File: src/rtl/noc_local_ni_pkg.sv
// Shared definitions for the mesh-node network interface: flit layout,
// TX FSM states and the flit packing helper.
package noc_local_ni_pkg;

   localparam int unsigned DATA_WIDTH  = 32;

   localparam int unsigned DST_LSB     = 0;
   localparam int unsigned DST_W       = 3;
   localparam int unsigned SRC_LSB     = 3;
   localparam int unsigned SRC_W       = 3;
   localparam int unsigned SEQ_LSB     = 6;
   localparam int unsigned SEQ_W       = 8;
   localparam int unsigned PAYLOAD_LSB = 14;
   localparam int unsigned PAYLOAD_W   = 18;

   typedef enum logic [1:0] {
      T_IDLE = 2'd0,
      T_WAIT = 2'd1,
      T_SEND = 2'd2
   } tx_state_t;

   typedef logic [DATA_WIDTH-1:0] flit_t;

   function automatic flit_t pack_flit(input logic [PAYLOAD_W-1:0] payload,
                                       input logic [SEQ_W-1:0]     seq,
                                       input logic [SRC_W-1:0]     src,
                                       input logic [DST_W-1:0]     dst);
      return {payload, seq, src, dst};
   endfunction

endpackage

File: src/rtl/ni_rx_checker.sv
// RX sequence/destination checker: tracks the next expected seq per source
// node and counts (saturating) flits that are misrouted or out of order.
module ni_rx_checker
   import noc_local_ni_pkg::*;
#(
   parameter logic [SRC_W-1:0] NI_ADDRESS = 3'b000
) (
   input  logic             clk,
   input  logic             rst_n,
   input  logic             flit_valid,
   input  logic [DST_W-1:0] flit_dst,
   input  logic [SRC_W-1:0] flit_src,
   input  logic [SEQ_W-1:0] flit_seq,
   output logic [7:0]       err_count
);

   localparam int unsigned NODES = 1 << SRC_W;

   logic [SEQ_W-1:0] expected [NODES];
   logic             err;

   always_comb begin
      err = (flit_dst != NI_ADDRESS) || (flit_seq != expected[flit_src]);
   end

   // The table resyncs on every flit so one gap costs a single error.
   always_ff @(posedge clk) begin
      if (!rst_n) begin
         for (int unsigned i = 0; i < NODES; i++) begin
            expected[i] <= '0;
         end
         err_count <= '0;
      end else if (flit_valid) begin
         expected[flit_src] <= flit_seq + SEQ_W'(1);
         if (err && (err_count != 8'hFF)) begin
            err_count <= err_count + 8'd1;
         end
      end
   end

endmodule

File: src/rtl/noc_local_ni.sv
// Local network interface between a PE and the router local port.
// Optional RX checking is enabled by defining NOC_NI_RX_CHECK_EN.
module noc_local_ni
   import noc_local_ni_pkg::*;
#(
   parameter logic [SRC_W-1:0] NI_ADDRESS = 3'b000,
   parameter int unsigned      CNT_W      = 16
) (
   input  logic                  clk,
   input  logic                  rst_n,
   input  logic                  tx_valid,
   output logic                  tx_ready,
   input  logic [DST_W-1:0]      tx_dst,
   input  logic [PAYLOAD_W-1:0]  tx_payload,
   output logic [DATA_WIDTH-1:0] ROUTER_DATA_OUT,
   output logic                  ROUTER_DATA_VALID_OUT,
   input  logic                  ROUTER_FULL_IN,
   input  logic [DATA_WIDTH-1:0] ROUTER_DATA_IN,
   input  logic                  ROUTER_DATA_VALID_IN,
   output logic                  rx_valid,
   output logic [SRC_W-1:0]      rx_src,
   output logic [SEQ_W-1:0]      rx_seq,
   output logic [PAYLOAD_W-1:0]  rx_payload,
   output logic [CNT_W-1:0]      tx_count,
   output logic [CNT_W-1:0]      rx_count,
   output logic [7:0]            rx_err_count
);

   tx_state_t        state_q, state_d;
   flit_t            hold_q, hold_d;
   logic [SEQ_W-1:0] seq_q, seq_d;
   flit_t            data_d;
   logic             valid_d;
   logic [CNT_W-1:0] tx_count_d;

   always_comb begin
      state_d    = state_q;
      hold_d     = hold_q;
      seq_d      = seq_q;
      data_d     = ROUTER_DATA_OUT;
      valid_d    = 1'b0;
      tx_count_d = tx_count;
      unique case (state_q)
         T_IDLE: begin
            if (tx_ready && tx_valid) begin
               hold_d  = pack_flit(tx_payload, seq_q, NI_ADDRESS, tx_dst);
               seq_d   = seq_q + SEQ_W'(1);
               state_d = T_WAIT;
            end
         end
         T_WAIT: begin
            if (!ROUTER_FULL_IN) begin
               data_d  = hold_q;
               valid_d = 1'b1;
               state_d = T_SEND;
            end
         end
         T_SEND: begin
            data_d     = '0;
            tx_count_d = tx_count + CNT_W'(1);
            state_d    = T_IDLE;
         end
         default: state_d = T_IDLE;
      endcase
   end

   // tx_ready is registered so it reads 0 in the cycle after reset,
   // while still being high for every cycle spent in T_IDLE afterwards.
   always_ff @(posedge clk) begin
      if (!rst_n) begin
         state_q               <= T_IDLE;
         hold_q                <= '0;
         seq_q                 <= '0;
         tx_ready              <= 1'b0;
         ROUTER_DATA_OUT       <= '0;
         ROUTER_DATA_VALID_OUT <= 1'b0;
         tx_count              <= '0;
      end else begin
         state_q               <= state_d;
         hold_q                <= hold_d;
         seq_q                 <= seq_d;
         tx_ready              <= (state_d == T_IDLE);
         ROUTER_DATA_OUT       <= data_d;
         ROUTER_DATA_VALID_OUT <= valid_d;
         tx_count              <= tx_count_d;
      end
   end

   always_ff @(posedge clk) begin
      if (!rst_n) begin
         rx_valid   <= 1'b0;
         rx_src     <= '0;
         rx_seq     <= '0;
         rx_payload <= '0;
         rx_count   <= '0;
      end else begin
         rx_valid <= ROUTER_DATA_VALID_IN;
         if (ROUTER_DATA_VALID_IN) begin
            rx_src     <= ROUTER_DATA_IN[SRC_LSB +: SRC_W];
            rx_seq     <= ROUTER_DATA_IN[SEQ_LSB +: SEQ_W];
            rx_payload <= ROUTER_DATA_IN[PAYLOAD_LSB +: PAYLOAD_W];
            rx_count   <= rx_count + CNT_W'(1);
         end
      end
   end

`ifdef NOC_NI_RX_CHECK_EN
   ni_rx_checker #(
      .NI_ADDRESS (NI_ADDRESS)
   ) u_rx_checker (
      .clk        (clk),
      .rst_n      (rst_n),
      .flit_valid (ROUTER_DATA_VALID_IN),
      .flit_dst   (ROUTER_DATA_IN[DST_LSB +: DST_W]),
      .flit_src   (ROUTER_DATA_IN[SRC_LSB +: SRC_W]),
      .flit_seq   (ROUTER_DATA_IN[SEQ_LSB +: SEQ_W]),
      .err_count  (rx_err_count)
   );
`else
   logic [DST_W-1:0] unused_dst;
   assign unused_dst   = ROUTER_DATA_IN[DST_LSB +: DST_W];
   assign rx_err_count = '0;
`endif

endmodule

File: config.mk
export PLATFORM = sky130hd
export DESIGN_NAME = noc_local_ni
export DESIGN_NICKNAME = d
export VERILOG_FILES = /design/src/rtl/noc_local_ni_pkg.sv /design/src/rtl/ni_rx_checker.sv /design/src/rtl/noc_local_ni.sv
export SDC_FILE = /design/constraint.sdc
export NUM_CORES = 1
export LEC_CHECK = 0
export CORE_ASPECT_RATIO = 0.6
export CORE_MARGIN = 3
export CORE_UTILIZATION = 50
export DETAILED_ROUTE_END_ITERATION = 10
export DONT_BUFFER_PORTS = 1
export PLACE_DENSITY = 0.63
export SETUP_SLACK_MARGIN = 0.2
export SKIP_LAST_GASP = 1
export SLEW_MARGIN = 0
export SYNTH_ARGS = -nofsm -noshare
export SYNTH_HDL_FRONTEND = slang
export SYNTH_SLANG_ARGS = --single-unit
File: constraint.sdc
create_clock -name clk -period 1.9 [get_ports clk]
set_input_delay 0.38 -clock clk [delete_from_list [all_inputs] [get_ports clk]]
set_output_delay 0.38 -clock clk [all_outputs]
set_load 0.005 [all_outputs]
==> results of run 1 <==
## logic make-up (layout without fill, tap and decap cells)
family                     after synthesis  in the layout  share of synthesized area (%)
AOI/OAI and AO/OA                       73             73                           11.6
xor gates and xnor gates                26             26                           4.36
adders and majority gates                3              3                          0.719
buffers and inverters                   43             42                           4.86
DFF                                    132            132                           50.6
muxes                                   37             37                           7.09
other                                    1             11                         0.0718
and+or+nand+nor                        198            198                           20.7
## critical path, delay by kind of cell, from the launching register on
| family | cells | cell delay [ns] |
|---|---|---|
| fa+ha+maj | 1 | 0.20 |
| flops | 1 | 0.43 |
| mux | 1 | 0.14 |
| simple gates | 3 | 0.67 |
## placed cells by master, fill, tap and decap left out, types with 2 or more instances in the layout
| cell type | count |
|---|---|
| or3_1 | 3 |
| bufinv_16 | 3 |
| nor3_1 | 5 |
| nor2_1 | 3 |
| nand4_1 | 12 |
| mux2i_1 | 37 |
| clkinv_2 | 2 |
| o211ai_1 | 4 |
| inv_1 | 2 |
| nand3_2 | 2 |
| clkbuf_8 | 4 |
| buf_4 | 9 |
| nand3_1 | 8 |
| conb_1 | 11 |
| nor2b_1 | 32 |
| o21ai_0 | 4 |
| ha_1 | 3 |
| a22o_2 | 27 |
| nor4_2 | 3 |
| and2_1 | 28 |
| clkinvlp_4 | 2 |
| dfxtp_1 | 132 |
| clkbuf_1 | 2 |
| nand2_1 | 75 |
| xnor2_1 | 16 |
| and4_1 | 2 |
| a21boi_0 | 33 |
| clkbuf_16 | 17 |
| and3_1 | 3 |
| nand3b_1 | 2 |
| xor2_1 | 10 |
| nand2b_1 | 9 |
| o31ai_1 | 3 |
## path summary, 6_finish.rpt
check | slack, ns | to | depth (start not counted)
setup / recovery | 0.34 | tx_count[12] | 5
hold reg to reg | 0.46 | hold_q[7] | 2
setup reg to reg | 0.34 | tx_count[12] | 5
hold / removal | 0.10 | rx_valid | 1
## per-layer routing
metal  wire length, um  GRT usage [%]  up-vias  share of wire [%]
met5                 0              0        -                  0
met4                95           6.28        0               0.87
met3              1270           10.8        7                 12
met2              4810           28.6      160                 44
met1              4690           23.6     1668                 43
li1                  -              -     1721                  -
## metrics by stage
| stage | setup WS, ns | cells | hold slack [ns] |
|---|---|---|---|
| 2_1_floorplan | 0.483 | 523 | 0.439 |
| 3_3_place_gp | 0.153 | 625 | 0.450 |
| 3_5_place_dp | 0.0929 | 625 | 0.457 |
| 4_1_cts | 0.227 | 657 | 0.0847 |
| 5_1_grt | 0.237 | 657 | 0.0800 |
| 6_report | 0.342 | 657 | 0.104 |
## registers in the layout, summed over array words and instances (netlist names)
signal	cells
tx_count	16
rx_valid	1
rx_seq	8
hold_q	29
seq_q	8
rx_payload	18
rx_count	16
ROUTER_DATA_VALID_OUT	1
rx_src	3
ROUTER_DATA_OUT	29
tx_ready	1
state_q	2
## where the power goes
part,switching (mW),internal (mW)
sequential,0.0622,2.85
combinational,0.110,0.112
clock,1.13,2.19
total,1.30,5.15
## repair_timing
item                                    4_1_cts  5_1_grt
resized for setup                             0        5
setup buffers                                 1        0
pin swaps                                     1        0
endpoints found under the setup margin       15        3
cloned                                        0        0
## layout make-up
type / instances / area [um^2]
timing repair buffer: 9 / 67.6
fill: 864 / 4130
tap: 135 / 169
clock inverter: 8 / 124
multi-input combinational: 348 / 2390
inverter: 2 / 7.51
clock buffer: 23 / 488
sequential: 132 / 2640
==> results.json, run 1 <==
{
  "synth.most_common_cell": "dfxtp_1",
  "netlist.area_leader.share_pct": 50.6,
  "critPathLaunch": "tx_count[0]",
  "cp_max_fo": 5,
  "crit_path_start_kind": "flop",
  "p_leak_nw": 2.32,
  "synthArstFlopShare_pct": 0,
  "final_nets": 571,
  "core.rowCount": 28,
  "core_area_um2": 10000,
  "fin_skew_ns": 0.00865,
  "synth_area_per_cell_um2": 10.2,
  "ys_seq_elements": 132,
  "area_growth_pct": 12.8,
  "period_minus_slack_ns": 1.56,
  "drv_cap": 0,
  "initial_utilization_pct": 52.1,
  "post-route-cell-area_um2": 5890,
  "path_cells": "ha_1 > nand3b_1 > nor3b_2 > nand4_1 > mux2i_1",
  "via_per_inst": 5.41,
  "drv_slew": 0,
  "antenna_found_initial": 0,
  "die_area_um2": 11800,
  "synthCells": 513,
  "total_power_mw": 6.45,
  "drt_iter0_markers": 132,
  "routedWlPerCell_um": 16.5,
  "dieWidth_um": 138,
  "r2r_start": "tx_count[0]",
  "synth_area_um2": 5220,
  "grt_pass1_wl_um": 17600,
  "cts_root_buffer": "clkbuf_16",
  "critPathMaxStageDelay_ns": 0.43,
  "vias": 3556,
  "cp.arrival_ns": 1.85,
  "first_pass_iters": 6,
  "synth_cell_types": 42,
  "end_kind": "flop",
  "cts_htree_levels": 4,
  "cellPowerDensity_nw_per_um2": 1100,
  "synth_common_cells": "dfxtp_1, nand2_1, mux2i_1",
  "grt_start_max_net_pins": 114,
  "ys_warn_count": 0,
  "placed_cell_area_um2": 5240,
  "seq_area_frac_synth_pct": 50.6,
  "setup-tns-final_ns": 0,
  "portBuffers": 0,
  "cts_tree": "yes",
  "cp.required_ns": 2.19,
  "grt-ovfl-total": 0,
  "final_util_pct": 58.8,
  "synth_edf_count": 0,
  "yosys-top-cells-area": "dfxtp_1, mux2i_1, nand2_1, a22o_2, a21boi_0",
  "drive_gt1_share_pct": 15.3,
  "routed_wl_um": 10900,
  "synth_top_cell_by_area": "dfxtp_1",
  "hpwl_um": 7170,
  "clk_latency_ns": 0.40,
  "die-height_um": 85.2,
  "num_io_pins": 162,
  "cts-buffers-inserted": 17,
  "diodes": 0,
  "finalSetupViolations": 0,
  "grt_pass1_vias": 3456,
  "min_from": "ROUTER_DATA_VALID_IN",
  "ys.flop_type": "dfxtp_1",
  "final.period_utilization_pct": 82.0,
  "rsz0062_at_grt": "no",
  "hp-class": "input pin to flop",
  "drc": 0,
  "clock_sinks": 132,
  "crit_type": "flop to flop",
  "cts_max_path_buffers": 2,
  "gp_congestion": 0.780,
  "clk_pin_slew_ns": 0.06,
  "slowest_stage": "dfxtp_1",
  "outcome": "complete, no violations",
  "grt.total_usage_pct": 19.2,
  "cts_hold_buf": 0,
  "hold_viol_final": 0,
  "fmax_mhz": 642,
  "final_antenna_net_count": 0,
  "peakVddDrop_uv": 700
}
Note: power is estimated with default switching activity, not from simulation.
==> run 2: changes to the inputs <==
--- a/config.mk
+++ b/config.mk
@@ -10,7 +10,7 @@
 export CORE_UTILIZATION = 50
 export DETAILED_ROUTE_END_ITERATION = 10
 export DONT_BUFFER_PORTS = 1
-export PLACE_DENSITY = 0.63
+export PLACE_DENSITY = 0.66
 export SETUP_SLACK_MARGIN = 0.2
 export SKIP_LAST_GASP = 1
 export SLEW_MARGIN = 0
==> constraint.sdc (replaced) <==
create_clock -name clk -period 1.3 [get_ports clk]
set_input_delay 0.26 -clock clk [delete_from_list [all_inputs] [get_ports clk]]
set_output_delay 0.26 -clock clk [all_outputs]
set_load 0.005 [all_outputs]
==> results.json, run 2 (synthesis results as in run 1) <==
{
  "end_kind": "flop",
  "clock_sinks": 132,
  "cp_max_fo": 5,
  "vias": 4105,
  "r2r_start": "state_q[0]",
  "core.rowCount": 28,
  "path_cells": "buf_6 > and4bb_4 > nand4_1 > xnor2_1 > and2_1",
  "crit_path_start_kind": "flop",
  "p_sw_mw": 2.24,
  "worst_slack_ns": -0.137,
  "worstReg2RegEnd": "seq_q[3]",
  "fmax_mhz": 696,
  "hold_end": "tx_count[14]",
  "power_frac_clock_pct": 49.0,
  "final_antenna_net_count": 0,
  "drv_cap": 0,
  "grt.total_usage_pct": 23.8,
  "die_area_um2": 11800,
  "internal-power_mw": 7.57,
  "num_io_pins": 162,
  "hp-class": "input pin to flop",
  "via_per_inst": 5.36,
  "p_comb_share_pct": 7.7,
  "die-height_um": 85.2,
  "hpwl_um": 7810,
  "drc": 0,
  "area_growth_pct": 46.1,
  "peakVddDrop_uv": 991,
  "antenna_found_initial": 1,
  "cts_max_path_buffers": 2,
  "share_seq_of_total_power_pct": 43.3,
  "crit_family": "simple AND/OR/NAND/NOR gates",
  "clk_latency_ns": 0.41,
  "violations": "setup timing",
  "first_pass_iters": 4,
  "cts_root_buffer": "clkbuf_16",
  "post-route-cell-area_um2": 7630,
  "initial_utilization_pct": 52.1,
  "core_area_um2": 10000,
  "final_nets": 680,
  "final_cell_mix": "dfxtp_1, buf_6, nand2_1, mux2i_1, nor2b_1",
  "p_leak_nw": 3.24,
  "finalSetupViolations": 83,
  "diodes": 0,
  "hold_depth": 2,
  "grt_start_max_net_pins": 115,
  "gp_congestion": 0.756,
  "grt_pass1_wl_um": 21600,
  "fin_cells": 766,
  "cp.required_ns": 1.60,
  "dieWidth_um": 138,
  "grt-ovfl-total": 0,
  "critPathMaxStageDelay_ns": 0.38,
  "drive_gt1_share_pct": 40.1,
  "slowest_stage": "and4bb_4",
  "routed_wl_um": 14500,
  "drt_iter0_markers": 259,
  "final_common_cell": "dfxtp_1",
  "reg2reg_slack_ns": -0.14,
  "final.period_utilization_pct": 111,
  "top_regs": "ROUTER_DATA_OUT: 29 flops, hold_q: 29 flops, rx_payload: 18 flops",
  "grt_pass1_vias": 4167,
  "hold_viol_final": 0,
  "cp.arrival_ns": 1.74,
  "cts_tree": "yes",
  "portBuffers": 0,
  "crit_type": "flop to flop",
  "r2r_cells": 5,
  "dp_cells": 669,
  "worst-path-buf-inv": 1,
  "switching_share_pct": 22.8,
  "rsz0062_at_grt": "yes",
  "drv_slew": 0,
  "cts-buffers-inserted": 17,
  "outcome": "finished, violations left",
  "cellPowerDensity_nw_per_um2": 1280,
  "routedWlPerCell_um": 19.0,
  "period_minus_slack_ns": 1.44,
  "fin_skew_ns": 0.0107,
  "clk_pin_slew_ns": 0.06,
  "placed_cell_area_um2": 5760,
  "cts_htree_levels": 4,
  "final_util_pct": 76.2,
  "min_from": "rst_n"
}
==> run 2: cell count changes in the layout (fill, tap and decap cells not counted), sizes merged <==
| cell | before | now |
|---|---|---|
| buf | 9 | 91 |
| nor3b | 2 | 3 |
| clkinv | 3 | 5 |
| bufinv | 3 | 2 |
| and4bb | 1 | 2 |
| clkbuf | 23 | 21 |
| dlygate4sd3 | 0 | 24 |
| inv | 2 | 4 |
==> run 2: power groups by stage <==
stage | registers [mW] | clock network (mW) | logic [mW]
4_1_cts | 4.24 | 4.84 | 0.619
5_1_grt | 4.26 | 5.03 | 0.812
2_1_floorplan | 4.31 | 0 | 0.373
6_report | 4.24 | 4.80 | 0.757
3_3_place_gp | 4.33 | 0 | 0.354
3_5_place_dp | 4.33 | 0 | 0.370
==> run 2: layer usage <==
layer | global-route usage, % | routed length (um) | up-vias | share of wire, %
li1 | - | - | 1962 | -
met1 | 29.6 | 6270 | 1970 | 43
met2 | 36.9 | 6860 | 158 | 47
met3 | 9.89 | 1220 | 15 | 8.4
met4 | 8.88 | 167 | 0 | 1.2
met5 | 0 | 0 | - | 0
==> run 2: final cells by class <==
cell class	instances	area, um^2
timing repair buffer	116	1350
fill	623	2390
sequential	132	2710
multi-input combinational	350	2810
inverter	2	7.51
clock inverter	11	125
tap	135	169
clock buffer	20	468
==> run 2: timing repair <==
item,in CTS,in global routing
cloned,6,1
setup endpoints to repair,123,128
hold buffers,22,3
setup buffers,21,13
resized for setup,121,79
pin swaps,56,53
endpoints found under the hold margin,84,50
==> run 2: worst max path at each step <==
stage / from / to / cells past startpoint / slack, ns
3_3_place_gp: state_q[1] / ROUTER_DATA_OUT[21] / 4 / -0.49
6_report: state_q[0] / seq_q[3] / 5 / -0.14
4_1_cts: state_q[1] / seq_q[5] / 5 / -0.10
5_1_grt: state_q[0] / seq_q[5] / 5 / -0.21
2_1_floorplan: state_q[0] / seq_q[3] / 6 / -0.04
3_5_place_dp: state_q[1] / ROUTER_DATA_OUT[16] / 4 / -0.56
==> run 2: stage by stage <==
step / setup TNS (ns) / setup WS [ns] / power [mW] / hold WS, ns
floorplan: -0.211 / -0.0376 / 4.68 / 0.405
global route: -10.23 / -0.211 / 10.1 / 0.00233
detailed placement: -21.37 / -0.558 / 4.70 / 0.393
global placement: -17.99 / -0.487 / 4.68 / 0.389
CTS: -3.76 / -0.105 / 9.70 / -0.0377
finish: -6.20 / -0.137 / 9.81 / 0.0111
